**src/rtl/spin_majority_sampler.sv**
```systemverilog
// Majority-votes each bit of a SPINS-wide comparator vector over SAMPLES valid cycles
// and offers the voted spin states downstream over a valid/ready handshake.
module spin_majority_sampler #(
  parameter int SPINS   = 32,
  parameter int SAMPLES = 16
) (
  input  logic             clk,
  input  logic             rst_n,
  input  logic             start,
  input  logic             abort,
  input  logic             cmp_valid,
  input  logic [SPINS-1:0] comparison,
  output logic             spins_valid,
  input  logic             spins_ready,
  output logic [SPINS-1:0] spins,
  output logic             busy
);

  localparam int CW = $clog2(SAMPLES + 1);

  typedef enum logic [1:0] {
    IDLE  = 2'd0,
    ACCUM = 2'd1,
    HOLD  = 2'd2
  } state_t;

  state_t           state;
  logic [CW-1:0]    cnt      [SPINS];
  logic [CW-1:0]    cnt_next [SPINS];
  logic [CW-1:0]    samp;
  logic [SPINS-1:0] vote;
  logic             last;

  // Vote on counts that already include this cycle's sample; doubling in CW+1 bits cannot overflow.
  always_comb begin
    last = (samp == CW'(SAMPLES - 1));
    vote = spins;
    for (int unsigned i = 0; i < SPINS; i++) begin
      cnt_next[i] = cnt[i] + CW'(comparison[i]);
      if ({cnt_next[i], 1'b0} > (CW + 1)'(SAMPLES))
        vote[i] = 1'b1;
      else if ({cnt_next[i], 1'b0} < (CW + 1)'(SAMPLES))
        vote[i] = 1'b0;
    end
  end

  always_ff @(posedge clk or negedge rst_n) begin
    if (!rst_n) begin
      state       <= IDLE;
      spins       <= '0;
      spins_valid <= 1'b0;
      busy        <= 1'b0;
      samp        <= '0;
      for (int unsigned i = 0; i < SPINS; i++) cnt[i] <= '0;
    end else begin
      case (state)
        IDLE: begin
          if (start && !abort) begin
            state <= ACCUM;
            busy  <= 1'b1;
            samp  <= '0;
            for (int unsigned i = 0; i < SPINS; i++) cnt[i] <= '0;
          end
        end
        ACCUM: begin
          if (abort) begin
            state <= IDLE;
            busy  <= 1'b0;
            samp  <= '0;
            for (int unsigned i = 0; i < SPINS; i++) cnt[i] <= '0;
          end else if (cmp_valid) begin
            samp <= samp + CW'(1);
            for (int unsigned i = 0; i < SPINS; i++) cnt[i] <= cnt_next[i];
            if (last) begin
              state       <= HOLD;
              spins       <= vote;
              spins_valid <= 1'b1;
            end
          end
        end
        HOLD: begin
          if (abort) begin
            state       <= IDLE;
            spins_valid <= 1'b0;
            busy        <= 1'b0;
          end else if (spins_ready) begin
            spins_valid <= 1'b0;
            if (start) begin
              state <= ACCUM;
              samp  <= '0;
              for (int unsigned i = 0; i < SPINS; i++) cnt[i] <= '0;
            end else begin
              state <= IDLE;
              busy  <= 1'b0;
            end
          end
        end
        default: begin
          state       <= IDLE;
          spins_valid <= 1'b0;
          busy        <= 1'b0;
        end
      endcase
    end
  end

endmodule

```
**config.mk**
```make
export PLATFORM = sky130hd
export DESIGN_NAME = spin_majority_sampler
export DESIGN_NICKNAME = d
export VERILOG_FILES = /design/src/rtl/spin_majority_sampler.sv
export SDC_FILE = /design/constraint.sdc
export NUM_CORES = 1
export LEC_CHECK = 0
export BUFFER_PORTS_ARGS = -buffer_cell sky130_fd_sc_hd__buf_2
export CAP_MARGIN = 20
export CELL_PAD_IN_SITES_DETAIL_PLACEMENT = 1
export CELL_PAD_IN_SITES_GLOBAL_PLACEMENT = 2
export CORE_MARGIN = 10
export CORE_UTILIZATION = 40
export CTS_CLUSTER_SIZE = 25
export DETAILED_ROUTE_END_ITERATION = 16
export MAX_ROUTING_LAYER = met4
export PLACE_DENSITY_LB_ADDON = 0.1
export SLEW_MARGIN = 20
export SYNTH_ARGS = -nofsm -noshare
export SYNTH_HDL_FRONTEND = slang
export SYNTH_SLANG_ARGS = --single-unit
```
**constraint.sdc**
```tcl
create_clock -name clk -period 1.9 [get_ports clk]
set_input_delay 0 -clock clk [delete_from_list [all_inputs] [get_ports clk]]
set_output_delay 0 -clock clk [all_outputs]
set_load 0.02 [all_outputs]
```
Yosys cells after proc, flatten, opt, wreduce, memory -nomap -nowiden --
Cells that the tools add are included.
Word-level totals: register bits 201, bits of input ports 38, word-level logic and storage cells 352
Operators by class: add/subtract/negate cells 33, order comparisons 64, equal/unequal tests 15, muxes and demuxes 98, bitwise logic cells 2, reduce and logical (&&, ||, !) cells 72
Operator list (number):
- 160-bit 2-to-1 mux | 6
- 160-bit case mux with 3 select lines | 1
- 6-bit by 5-bit greater-than comparator with 1-bit output, second input constant | 32
- 6-bit by 5-bit < comparator with 1-bit output, second input constant | 32
- 5-bit AND reduction | 33
- 5-bit by 1-bit adder with 5-bit output | 32
- 1-bit 2-to-1 mux | 75
- 2-bit nonzero test | 32
- 5-bit 2-to-1 mux | 6
- 2-bit inequality test, second input constant | 8
- 5-bit case mux with 3 select lines | 1
- 2-bit 2-to-1 mux | 6
- 3-bit inequality test, second input constant | 4
- 4-bit AND reduction | 2
- 1-bit case mux with 3 select lines | 2
- 2-bit case mux with 3 select lines | 1
- 6-bit AND reduction | 1
- 5-bit by 1-bit adder with 5-bit output, second input constant | 1
- 5-bit by 4-bit equality test with 1-bit output, second input constant | 1
- 3-bit nonzero test | 1
- 2-bit by 1-bit equality test with 1-bit output, second input constant | 1
- 2-bit equality test, second input constant | 1
- 2-bit zero test | 1
- 1-bit inverter | 2
- 2 further kinds | 2

Logic depth before layout (Yosys ltp) --
Gate-level depths: netlist of the first run.
depth after elaboration 5, depth in mapped cells 8, depth with buffers taken out 7

Worst setup path after synthesis of the first run --
Ideal clock, no wire load.
path kind register to register, start point reg samp[0], end point reg spins[1], setup time 121 ps, data arrival time 1508 ps, data required time 1779 ps, slack 271 ps, stages on the path, launching flop included 9, clock period less this slack 1629 ps, cell sequence dfrtp_1 -> ha_1 -> and3_1 -> ha_1 -> nand2_1 -> nor2_4 -> buf_2 -> a21oi_1 -> o22a_1
On the way: longest elaborated chain between the ends 2
Ends and longest elaborated chain:
- start: declaration | line 30 | logic [CW-1:0] samp;
- start signal: assignment | line 72 | samp <= samp + CW'(1);
- 5-bit by 4-bit equality test with 1-bit output | line 36 | last = (samp == CW'(SAMPLES - 1));
- 5-bit AND reduction (no source line)
- end signal: assignment | line 76 | spins <= vote;
- end: declaration | line 15 | output logic [SPINS-1:0] spins,
No other way between the ends. A chain may end at the register's enable or synchronous reset.

Worst setup path after layout of the first run --
start point reg samp[0], end point reg spins[12]
Same word-level chain as after synthesis.

==> results of run 1 <==
==> per-layer routing <==
| metal | vias up | wire length (microns) |
|---|---|---|
| met4 | 0 | 357 |
| met2 | 72 | 11600 |
| met1 | 3774 | 11800 |
| met3 | 31 | 669 |
| met5 | - | 0 |
| li1 | 3641 | - |
==> registers in the layout, summed over array words and instances, names as in the netlist <==
name         count
busy             1
cnt            160
samp             5
spins           32
spins_valid      1
state            2
==> report_power, final <==
| part | switching [uW] | total [uW] | internal [uW] |
|---|---|---|---|
| clock | 1840 | 4780 | 2940 |
| combinational | 543 | 980 | 438 |
| sequential | 55.5 | 4430 | 4370 |
==> worst max-delay path: cells and delay by family, from the launching register on <==
family | cells | cell delay, ps
AOI/OAI and AO/OA | 2 | 260
adders and majority gates | 2 | 340
buffers and inverters | 1 | 230
DFF | 1 | 350
and+or+nand+nor | 3 | 490
==> synthesized netlist by cell type (all sizes together) <==
master	n
nor3	9
a21oi	26
nand4bb	1
xnor2	30
nor2	37
and2b	1
o2bb2ai	2
a32oi	2
ha	66
o22a	23
nand3	81
nand2	76
and3	2
nor2b	4
o21ai	101
a22o	88
buf	26
o221ai	1
or3b	1
nor4	23
a31oi	1
nand4	2
clkbuf	19
o211a	9
or2	1
nand2b	6
or3	2
xor2	65
nand3b	10
inv	4
dfrtp	201
==> logic make-up (layout without fill, tap and decap cells) <==
family | Yosys count | after routing | synth area share [%]
compound gates | 253 | 253 | 17.7
xor+xnor | 95 | 95 | 8.40
fa+ha+maj | 66 | 66 | 8.33
buf+inv | 49 | 197 | 2.34
flops | 201 | 201 | 50.8
simple gates | 256 | 256 | 12.5
==> final cells by class <==
type                            instances  area share (%)
Multi-Input combinational cell        670            38.5
Inverter                                4           0.123
Clock buffer                           35            5.69
Sequential cell                       201            41.3
Timing Repair Buffer                  149            10.1
Clock inverter                          9            1.06
Tap cell                              324            3.33
==> per-stage QoR <==
stage	hold WS, ps	worst slack (ps)
floorplan	-296	271
global placement	45.2	10.6
detailed placement	47.2	-39.9
CTS	61.6	32.3
global route	107	-21.4
finish	60.2	101
==> repair_timing <==
action / 4_1_cts / 5_1_grt
endpoints found under the hold margin: 241 / 0
buffers inserted: 0 / 5
gates cloned: 0 / 1
pin swaps: 0 / 2
setup endpoints to repair: 15 / 28
gates resized for setup: 1 / 5
hold buffers: 37 / 0
==> worst paths after layout <==
kind | to | cells past startpoint | startpoint | slack [ps]
max | spins[12]$_DFFE_PN0P_ | 8 | samp[0]$_DFFE_PN0P_ | 100
min | cnt[7]$_DFFE_PN0P_ | 2 | rst_n | 60
max reg2reg | spins[12]$_DFFE_PN0P_ | 8 | samp[0]$_DFFE_PN0P_ | 100
min reg2reg | samp[4]$_DFFE_PN0P_ | 2 | samp[4]$_DFFE_PN0P_ | 490
max in group asynchronous | spins[11]$_DFFE_PN0P_ | 3 | rst_n | 1200
min in group clk | state[0]$_DFFE_PN0P_ | 4 | abort | 370
==> reports/qor.csv, run 1 <==
metric;value;unit
outcome;completed;
TritonCTS Buffers;24;
Final Cycle Share;94.7;%
Final ANT Viol Nets;0;
Placer Congestion;0.723;
Layout Area Growth over Synthesis;23.0;%
Worst Skew;11.1;ps
die height;177;microns
PortBufs;71;
clk buf depth;3;
grt peak-use layer;met2;
area post-placement;10900;sq um
starting density of the core;40.7;%
Residual DRC;0;
fillcell total;2651;
Max Cap Viol;0;
Clock Latency Late Sink;510;ps
fmax;556;MHz
footprint of the multi-input gates;4690;sq um
Critical Path Fanout Max;30;
Worst Max-Slew Pin Slew;558;ps
First-pass DRT Iterations;4;
share of post-route cells with drive strength above 1;14.5;%
Yosys reg bits;201;
placed wire-length estimate;15.5;mm
grt met1 use;20.7;%
Storage cell area;5030;sq um
area of the core;24300;sq um
Die W;177;microns
vias in the first global route;8158;
Avg Cell Area, Syn;10.8;sq um
Final setup viols;0;
WL/cell;17.6;microns
cell taking the most area after synthesis;dfrtp_1;
CP startpoint kind;register;
Clock transition at path regs;60;ps
Finished Cell Area;12200;sq um
most frequent cells in the layout;dfrtp_1, a22o_1, nand3_1;
pwr/cell area;836;nW/um^2
Netlist Area Pre-Place;9910;sq um
DRT iter0 DRCs;429;
setup TNS;0;ps
post-synth top area share;50.8;%
min Tclk post-route;1800;ps
Final #Nets;1154;
CP cell instances;ha_1 -> and3_1 -> ha_2 -> nand2_2 -> nor2_4 -> buf_12 -> a21oi_1 -> o22a_1;
Finished Layout Cells;1392;
Fin. Hold Viols;0;
initial antenna violation count;0;
PnR Total Power;10200;uW
Slew Viols, Final;0;
met2 usage;26.0;%
grt ovf;0;
Distinct cells, synth;36;
Cells after DPL;1305;
largest net degree at the start of global routing;60;
post-layout utilization of the core;50.1;%
Seq/Total Area, Yosys;50.8;%
clk sinks;201;
H-tree levels;1;
Worst Hold Class;in2async;
synth top area cells;dfrtp_1, ha_1, a22o_1;
critical path type;reg2reg;
Post-Synthesis Net Count;1024;
ANT cells;0;
vias;7518;
CP endpoint kind;register;
std cell rows;57;
relative slew slack;62.8;%
Cells after Synth;920;
Leak Pwr;0.00615;uW
TritonCTS clock tree;built;
Slowest cell on crit path;dfrtp_1;
Max stage delay on crit path;350;ps
# IOs;72;
commonest non-fill, non-tap cell in the layout;dfrtp_1;
synth warn;0;
arrival time at the worst endpoint;2190;ps
vias per cell;5.40;
CTS root buffer;clkbuf_16;
Peak supply drop;0.531;mV
total wire length;24.5;mm
M3 GR Usage;2.49;%
gr usage total;15.9;%
Critical Path RT;2290;ps
die area;31500;sq um
first-pass GRT wire length;41.4;mm
Power figures use the tool's default switching activity.
==> run 2: changes to the inputs <==
CORE_UTILIZATION = 36   (was 40)
CTS_CLUSTER_SIZE = 14   (was 25)
clock period = 1.5 ns   (was 1.9 ns; I/O delays follow)
==> run 2 against run 1 <==
  * The flow now finishes with violations (setup timing)
  * Maximum frequency increased by 2.3%
  * Count of clock-buffer cells in the layout increased by 2
  * Sequential share of layout area decreased by 6.0 points
  * Highest routed layer unchanged
  * Sequential power increased by 27%
  * Via count increased by 8.0%
==> reports/qor.csv, run 2 (synthesis gave the netlist of run 1 again) <==
metric;value;unit;change
fmax;569;MHz;+2.3%
WL/cell;20.1;microns;+14%
starting density of the core;36.7;%;-4.1 points
relative slew slack;69.0;%;+6.2 points
Sequential Power Share;40.5;%;-2.9 points
CP startpoint kind;register;;
Final ANT Viol Nets;0;;unchanged
H-tree levels;1;;unchanged
Die W;186;microns;+4.8%
Max Cap Viol;0;;unchanged
TritonCTS clock tree;built;;
Final #Nets;1270;;+10%
Clock Latency Late Sink;520;ps;about the same
Peak supply drop;0.694;mV;+31%
first-pass GRT wire length;46.0;mm;+11%
initial antenna violation count;0;;unchanged
TritonCTS Buffers;25;;+4.2%
area post-placement;11600;sq um;+6.5%
Finished Cell Area;14200;sq um;+17%
Worst Max-Slew Pin Slew;465;ps;-93.3 ps
PortBufs;71;;unchanged
vias in the first global route;8747;;+7.2%
clock power share;45.0;%;-1.9 points
Critical Path Fanout Max;5;;-83%
area of the core;27000;sq um;+11%
gr usage total;16.6;%;+0.67 points
Leak Pwr;0.00722;uW;+17%
die height;186;microns;+4.8%
Placer Congestion;0.732;;+1.3%
clk sinks;201;;unchanged
Layout Area Growth over Synthesis;43.8;%;
FF-to-FF End;cnt[11]$_DFFE_PN0P_;;
Worst Hold Class;in2async;;
worst r2r src;state[1]$_DFFE_PN0P_;;
Slew Viols, Final;0;;unchanged
fillcell total;2834;;+6.9%
largest net degree at the start of global routing;47;;-22%
First-pass DRT Iterations;4;;unchanged
outcome;finished with violations;;
cell-internal power;10400;uW;+34%
critical path type;reg2reg;;
Final setup viols;196;;+196
slack of the critical path;-258;ps;-359 ps
grt ovf;0;;unchanged
CTS root buffer;clkbuf_16;;
Reg with most FFs;cnt;;
die area;34600;sq um;+9.8%
CP endpoint kind;register;;
Clock transition at path regs;60;ps;about the same
min Tclk post-route;1760;ps;-40.6 ps
clk buf depth;3;;unchanged
placed wire-length estimate;17.0;mm;+9.5%
total wire length;30.7;mm;+25%
Logic pwr share;14.5;%;+4.9 points
Final Cycle Share;117;%;+23 points
most frequent cells in the layout;dfrtp_1, a22o_1, buf_4;;
std cell rows;60;;+5.3%
commonest non-fill, non-tap cell in the layout;dfrtp_1;;
largest registers;cnt (160), spins (32), samp (5);;
max reg flops;160;;unchanged
RSZ-0062 raised after global routing;true;;
vias;8121;;+8.0%
Fin. Hold Viols;0;;unchanged
failing checks;setup timing;;
Reg2Reg Setup Slack;-260;ps;-360 ps
cells on worst reg2reg path;8;;unchanged
DRT iter0 DRCs;291;;-32%
vias per cell;5.33;;-1.3%
share of post-route cells with drive strength above 1;30.2;%;+16 points
# IOs;72;;unchanged
pwr/cell area;971;nW/um^2;+16%
arrival time at the worst endpoint;2160;ps;-30 ps
Net Sw Frac;24.7;%;+0.78 points
Residual DRC;0;;unchanged
Worst Skew;11.9;ps;+0.788 ps
Critical Path RT;1900;ps;-390 ps
PnR Total Power;13800;uW;+36%
Sw Pwr;3420;uW;+40%
ANT cells;0;;unchanged
==> run 2: how the worst max path moves through the flow <==
stage	start	end	slack, ps	depth (start not counted)
detailed placement	samp[0]$_DFFE_PN0P_	spins[26]$_DFFE_PN0P_	-210	8
floorplan	samp[0]$_DFFE_PN0P_	spins[1]$_DFFE_PN0P_	-80	8
global route	samp[1]$_DFFE_PN0P_	spins[27]$_DFFE_PN0P_	-340	8
CTS	state[0]$_DFFE_PN0P_	cnt[3]$_DFFE_PN0P_	-220	7
global placement	cnt[75]$_DFFE_PN0P_	spins[16]$_DFFE_PN0P_	-170	6
finish	state[1]$_DFFE_PN0P_	cnt[11]$_DFFE_PN0P_	-260	8
==> run 2: per-layer routing <==
metal	vias to the layer above	global-route usage [%]	share of wire, %
met5	-	-	0
met2	95	27.5	50
li1	3877	-	-
met3	41	2.38	2.7
met4	0	3.51	2.1
met1	4108	21.2	46
==> run 2: area by class of cell <==
type / instances / area (sq um) / area share, %
Inverter: 4 / 15.0 / 0.105
Sequential cell: 201 / 5030 / 35.3
Clock buffer: 37 / 721 / 5.06
Multi-Input combinational cell: 670 / 5080 / 35.7
Clock inverter: 7 / 110 / 0.773
Tap cell: 341 / 427 / 2.99
Timing Repair Buffer: 264 / 2860 / 20.1
==> run 2: worst max-delay path, cell delays in order (launching register included) <==
cell and delay, ps:
dfrtp_1 380, buf_6 120, and2b_2 260, a32oi_4 70, buf_12 170, buf_12 150, buf_8 130, buf_12 130
a22o_1 230
==> run 2: timing repair <==
| action | in CTS | in global routing |
|---|---|---|
| endpoints found under the hold margin | 244 | 0 |
| gates cloned | 8 | 22 |
| pin swaps | 5 | 64 |
| hold buffers | 38 | 0 |
| endpoints found under the setup margin | 196 | 196 |
| resized for setup | 36 | 126 |
| setup buffers | 5 | 19 |
==> run 2: stage by stage <==
step / setup slack (ps) / hold WS (ps) / setup TNS (ps) / cells / utilization (%)
global route: -341 / 40.2 / -45530 / 1524 / 52.7
detailed placement: -208 / 2.95 / -19300 / 1390 / 43.0
floorplan: -78.9 / -296 / -2620 / 920 / -
global placement: -168 / 7.52 / -12990 / 1390 / 43.0
CTS: -224 / 13.9 / -29330 / 1484 / 48.8
finish: -258 / 8.79 / -33030 / 1524 / 52.7
==> run 2: power by group through the flow <==
| stage | logic (uW) | registers [uW] | clock network, uW |
|---|---|---|---|
| finish | 2010 | 5610 | 6220 |
| global route | 2190 | 5620 | 6620 |
| CTS | 1610 | 5610 | 6360 |
| detailed placement | 1370 | 5700 | 0 |
| global placement | 1350 | 5700 | 0 |
| floorplan | 684 | 5700 | 0 |
